===== config.mk =====
export PLATFORM = sky130hd
export DESIGN_NAME = router_fifo_pkt
export DESIGN_NICKNAME = d
export VERILOG_FILES = /design/src/rtl/router_fifo_pkt.sv
export SDC_FILE = /design/constraint.sdc
export NUM_CORES = 1
export LEC_CHECK = 0
export ABC_CLOCK_PERIOD_IN_PS = 5390
export BUFFER_PORTS_ARGS = -buffer_cell sky130_fd_sc_hd__clkbuf_2
export CORE_ASPECT_RATIO = 1.2
export CORE_UTILIZATION = 35
export CTS_CLUSTER_SIZE = 14
export DETAILED_ROUTE_END_ITERATION = 16
export GPL_TIMING_DRIVEN = 0
export PLACE_DENSITY_LB_ADDON = 0.08
export SLEW_MARGIN = 20
export SYNTH_ARGS = -nofsm -noshare
export SYNTH_HDL_FRONTEND = slang
export SYNTH_SLANG_ARGS = --single-unit

===== constraint.sdc =====
create_clock -name clock -period 5.39 [get_ports clock]
set_input_delay 1.3475 -clock clock [delete_from_list [all_inputs] [get_ports clock]]
set_output_delay 1.3475 -clock clock [all_outputs]
set_load 0.05 [all_outputs]

===== src/rtl/router_fifo_pkt.sv =====
// Packet-aware synchronous FIFO for router output channels with header tagging and a remaining-byte tracker.
// Optional sticky overflow/underflow flags are enabled by defining ROUTER_FIFO_PKT_ERR_EN.
module router_fifo_pkt #(
    parameter int  DATA_WIDTH   = 8,
    parameter int  DEPTH        = 16,
    parameter int  AFULL_THRESH = DEPTH - 2,
    localparam int ADDR_W       = $clog2(DEPTH)
) (
    input  logic                  clock,
    input  logic                  reset,
    input  logic                  soft_reset,
    input  logic                  write_enb,
    input  logic                  read_enb,
    input  logic                  lfd_state,
    input  logic [DATA_WIDTH-1:0] data_in,
    output logic [DATA_WIDTH-1:0] data_out,
    output logic                  full,
    output logic                  empty,
    output logic                  almost_full,
    output logic [ADDR_W:0]       level,
    output logic                  pkt_active
`ifdef ROUTER_FIFO_PKT_ERR_EN
    ,
    output logic                  err_ovf,
    output logic                  err_udf
`endif
);

    localparam logic [ADDR_W:0]       PTR_ONE = (ADDR_W + 1)'(1);
    localparam logic [DATA_WIDTH-2:0] PKT_ONE = (DATA_WIDTH - 1)'(1);
    localparam logic [ADDR_W:0]       AFULL_LVL = (ADDR_W + 1)'(AFULL_THRESH);

    logic [ADDR_W:0]       wr_ptr_reg;
    logic [ADDR_W:0]       rd_ptr_reg;
    logic [DATA_WIDTH:0]   mem_reg [DEPTH];
    logic                  lfd_reg;
    logic [DATA_WIDTH-2:0] pkt_count_reg;
    logic [DATA_WIDTH-2:0] pkt_count_next;
    logic [DATA_WIDTH-1:0] data_out_reg;
    logic [DATA_WIDTH-1:0] data_out_next;
    logic                  pkt_active_reg;

    logic                  wr_accept;
    logic                  rd_accept;
    logic [DATA_WIDTH:0]   rd_entry;
    logic [DEPTH-1:0]      wr_sel;

    // Flags come from pre-edge pointers, so full rejects the write and empty rejects the read.
    assign full        = (wr_ptr_reg == {~rd_ptr_reg[ADDR_W], rd_ptr_reg[ADDR_W-1:0]});
    assign empty       = (wr_ptr_reg == rd_ptr_reg);
    assign level       = wr_ptr_reg - rd_ptr_reg;
    assign almost_full = (level >= AFULL_LVL);

    assign wr_accept = write_enb && !full;
    assign rd_accept = read_enb && !empty;
    assign rd_entry  = mem_reg[rd_ptr_reg[ADDR_W-1:0]];

    assign data_out   = data_out_reg;
    assign pkt_active = pkt_active_reg;

    for (genvar gi = 0; gi < DEPTH; gi++) begin : g_wr_sel
        assign wr_sel[gi] = wr_accept && (wr_ptr_reg[ADDR_W-1:0] == ADDR_W'(gi));
    end

    // Storage must be clearable in one cycle, so it is built from registers rather than RAM.
    always_ff @(posedge clock) begin
        if (reset || soft_reset) begin
            for (int i = 0; i < DEPTH; i++) begin
                mem_reg[i] <= '0;
            end
        end else begin
            for (int i = 0; i < DEPTH; i++) begin
                if (wr_sel[i]) begin
                    mem_reg[i] <= {lfd_reg, data_in};
                end
            end
        end
    end

    // A header loads length+1 (payload plus parity); the zero-extension keeps the add from overflowing.
    always_comb begin
        pkt_count_next = pkt_count_reg;
        data_out_next  = data_out_reg;
        if (rd_accept) begin
            data_out_next = rd_entry[DATA_WIDTH-1:0];
            if (rd_entry[DATA_WIDTH]) begin
                pkt_count_next = {1'b0, rd_entry[DATA_WIDTH-1:2]} + PKT_ONE;
            end else if (pkt_count_reg != '0) begin
                pkt_count_next = pkt_count_reg - PKT_ONE;
            end
        end else if (pkt_count_reg == '0) begin
            data_out_next = '0;
        end
    end

    always_ff @(posedge clock) begin
        if (reset) begin
            wr_ptr_reg     <= '0;
            rd_ptr_reg     <= '0;
            lfd_reg        <= 1'b0;
            pkt_count_reg  <= '0;
            data_out_reg   <= '0;
            pkt_active_reg <= 1'b0;
        end else if (soft_reset) begin
            wr_ptr_reg     <= '0;
            rd_ptr_reg     <= '0;
            lfd_reg        <= lfd_state;
            pkt_count_reg  <= '0;
            data_out_reg   <= '0;
            pkt_active_reg <= 1'b0;
        end else begin
            if (wr_accept) begin
                wr_ptr_reg <= wr_ptr_reg + PTR_ONE;
            end
            if (rd_accept) begin
                rd_ptr_reg <= rd_ptr_reg + PTR_ONE;
            end
            lfd_reg        <= lfd_state;
            pkt_count_reg  <= pkt_count_next;
            data_out_reg   <= data_out_next;
            pkt_active_reg <= (pkt_count_next != '0);
        end
    end

`ifdef ROUTER_FIFO_PKT_ERR_EN
    logic err_ovf_reg;
    logic err_udf_reg;

    assign err_ovf = err_ovf_reg;
    assign err_udf = err_udf_reg;

    always_ff @(posedge clock) begin
        if (reset || soft_reset) begin
            err_ovf_reg <= 1'b0;
            err_udf_reg <= 1'b0;
        end else begin
            if (write_enb && full) begin
                err_ovf_reg <= 1'b1;
            end
            if (read_enb && empty) begin
                err_udf_reg <= 1'b1;
            end
        end
    end
`endif

endmodule


==> impl_metrics.yaml <==
timing:
  post-route-period-util: 0.704
  fin_skew_ns: 0.0119
  timing.fmax_ghz: 0.264
  final-setup-viol-count: 0
  hold_viol: 0
  setup_tns_ns: 0
  maxSlewHeadroom: 0.399
  slew_violations: 0
  fin_ws_ns: 1.60
  period_minus_slack_ns: 3.79
  tightest_slew_ns: 0.902
  hold_slack_ns: 0.469
  rsz0062_at_grt: "false"
setup_path:
  cp_common_cell: "inv_1"
  cp-start-kind: "flip-flop"
  path_cells: "inv_1, ha_1, inv_1, fa_1, a21o_1, a21oi_1, xor2_1, a31o_2, clkbuf_2"
  cp_slowest_cell: "fa_1"
  path_class: "reg -> out"
  cp-end-kind: "output pin"
  path_max_fanout: 5
  startpoint: "wr_ptr_reg[0]"
  slowest_delay_ns: 0.40
  cp.arrival_ns: 2.45
  cp.required_ns: 4.04
finish:
  diodes: 0
  drive_gt1_frac: 0.188
  nNetsFinal: 653
  final_core_util: 0.410
  fillers: 2034
  area_growth_pct: 15.0
  largest_reg_flops: 144
  final_cells: 913
clock_tree:
  root_buffer: "clkbuf_16"
  cts_setup_buffers: 0
  htreeDepth: 4
  clock_path_buffers: 2
  clkSinkCount: 175
  cts_made_buffers: 17
  cts.clk_slew.worst_paths_ns: 0.07
  cts_resized: 0
  clk_latency_ns: 0.43
  cts_tree: "done"
  hold_buffers: 0
yosys:
  netlist_instances: 575
  ys_warn_count: 0
  synth_nets: 602
  seq_area_frac_synth: 0.639
  synthesis.area_um2: 7740
  synth-edff-count: 144
  ys.flop_type: "edfxtp_1"
  ys_async_sr_fraction: 0
  avgSynthCellArea_um2: 13.5
  netlist-cell-type-count: 54
  synth-seq-cells: 175
placement:
  routabilityCongestion: 0.848
  port_buffers: 30
  dp.cells: 881
  dp_slack_ns: 1.42
  dpl.hpwl_mm: 14.1
detailed_routing:
  drt-total-wl_mm: 20.1
  antenna_left: 0
  route.detailed.drc: 0
  dr.pass1.iters: 5
  wl_per_cell_um: 22.0
  first_iter_violations: 305
  via_per_inst: 5.17
  vias: 4719
floorplanning:
  core-area_um2: 21700
  die_x_um: 138
  die_h_um: 165
  io_pins: 31
  start_util: 0.356
  row_count: 59
  dieArea_um2: 22700
global_route:
  antenna_found_initial: 0
  grt_pass1_vias: 4903
  grt_max_degree: 17
  grt_pass1_wl_mm: 30.2
  grt.total_usage: 0.191
  grt_overflow: 0
pwr:
  p_comb_frac: 0.055
  pwr-share-clk: 0.434
  internal_power_w: 0.00236
  switching_share: 0.219
  peakVddDrop_uv: 178
  seqPwrFrac: 0.511
  power.leakage_nw: 3.22
  p_per_area_nw_per_um2: 340
  power_switching_w: 0.000662
min_path:
  min-delay-start: "data_out[2]"
  hold_path.class: "reg -> reg"
job:
  cap_violations: 0
run_status:
  status: "finished, final reports clean"
==> power by group through the flow <==
stage	clock (W)	combinational [W]	sequential [W]
final	0.00131	0.000168	0.00154
after global routing	0.00137	0.000182	0.00155
after CTS	0.00133	0.000171	0.00154
after detailed placement	0	0.000171	0.00157
after global placement	0	0.000166	0.00157
after floorplan	0	0.000109	0.00157
==> critical path: cells and delay by family, from the launching register on <==
kind | cells | cell delay [ns]
AOI/OAI and AO/OA | 3 | 0.48
xor gates and xnor gates | 1 | 0.20
adders and majority gates | 2 | 0.55
buffers and inverters | 3 | 0.43
DFF | 1 | 0.36
==> synthesized netlist by cell type, types with 2 or more instances <==
cell type	number	area share
edfxtp_1	144	0.56
nor2_1	118	0.057
nand2_1	46	0.022
mux4_2	34	0.099
dfxtp_1	31	0.080
nand3_1	24	0.016
clkbuf_1	20	0.0097
inv_1	19	0.0092
a21oi_1	15	0.0097
ha_1	12	0.019
nor2b_1	11	0.0089
o21ai_0	11	0.0071
xnor2_1	8	0.0091
xor2_1	7	0.0079
a22oi_1	5	0.0049
nand3_2	5	0.0065
nand4_1	5	0.0040
mux2i_1	4	0.0052
buf_1	3	0.0015
buf_2	3	0.0019
mux4_1	3	0.010
nand2b_1	3	0.0024
nor3_1	3	0.0019
or3_1	3	0.0024
a211o_1	2	0.0023
a21o_1	2	0.0019
a31oi_1	2	0.0016
and2_1	2	0.0016
buf_4	2	0.0019
buf_6	2	0.0029
buf_8	2	0.0039
o22ai_1	2	0.0016
==> per-stage QoR <==
stage / cell area (um2) / total power (W)
6_report: 8890 / 0.00302
5_1_grt: 8890 / 0.00311
4_1_cts: 8890 / 0.00304
3_5_place_dp: 8270 / 0.00174
3_3_place_gp: 8230 / 0.00174
2_1_floorplan: 7740 / 0.00167
==> kinds of logic (layout without fill, tap and decap cells) <==
kind of cell / Yosys count / in the layout / synth area share
simple gates: 225 / 225 / 0.128
fa+ha+maj: 13 / 13 / 0.0220
flops: 175 / 175 / 0.639
buf+inv: 51 / 115 / 0.0311
xor+xnor: 15 / 15 / 0.0170
mux: 43 / 43 / 0.119
compound gates: 53 / 53 / 0.0443
==> layout by cell type (no fill, tap or decap), types with 3 or more instances in the layout <==
| cell | instances |
|---|---|
| mux4_1 | 3 |
| nand2_1 | 46 |
| o21ai_2 | 7 |
| clkbuf_2 | 30 |
| mux2i_1 | 4 |
| inv_1 | 19 |
| ha_1 | 12 |
| xnor2_1 | 8 |
| nand2b_1 | 3 |
| nor2_1 | 118 |
| nor2b_1 | 11 |
| nand3_1 | 24 |
| nand4_1 | 5 |
| buf_1 | 3 |
| clkbuf_1 | 22 |
| clkbuf_16 | 17 |
| or3_1 | 3 |
| clkinvlp_4 | 3 |
| xor2_1 | 7 |
| edfxtp_1 | 144 |
| buf_6 | 4 |
| o21ai_0 | 5 |
| a22oi_1 | 5 |
| nor3_1 | 3 |
| nand3_2 | 5 |
| dfxtp_1 | 31 |
| bufinv_16 | 4 |
| buf_2 | 3 |
| mux4_2 | 34 |
| a21oi_1 | 15 |
==> layout make-up <==
| class | count | area [um2] | area share |
|---|---|---|---|
| Sequential cell | 175 | 4940 | 0.556 |
| Buffer | 32 | 169 | 0.0190 |
| Multi-Input combinational cell | 349 | 2570 | 0.289 |
| Clock inverter | 13 | 186 | 0.0210 |
| Clock buffer | 19 | 433 | 0.0487 |
| Inverter | 19 | 71.3 | 0.00802 |
| Tap cell | 274 | 343 | 0.0385 |
| Timing Repair Buffer | 32 | 173 | 0.0194 |
==> path summary, 6_finish.rpt <==
kind                                     to  slack, ns  cells past startpoint
worst max-delay path            almost_full       1.60                      9
worst max register to register   pkt_active       1.77                     13
worst min-delay path            data_out[2]       0.47                      2
worst min register to register  data_out[2]       0.47                      2
==> metal layers <==
layer | up-vias | global-route usage | routed length [um]
met5 | - | 0 | 0
met4 | 0 | 0.0524 | 299
met3 | 20 | 0.0313 | 613
met2 | 95 | 0.357 | 11000
met1 | 2397 | 0.224 | 8190
li1 | 2207 | - | -
(Power assumes the default switching activity.)
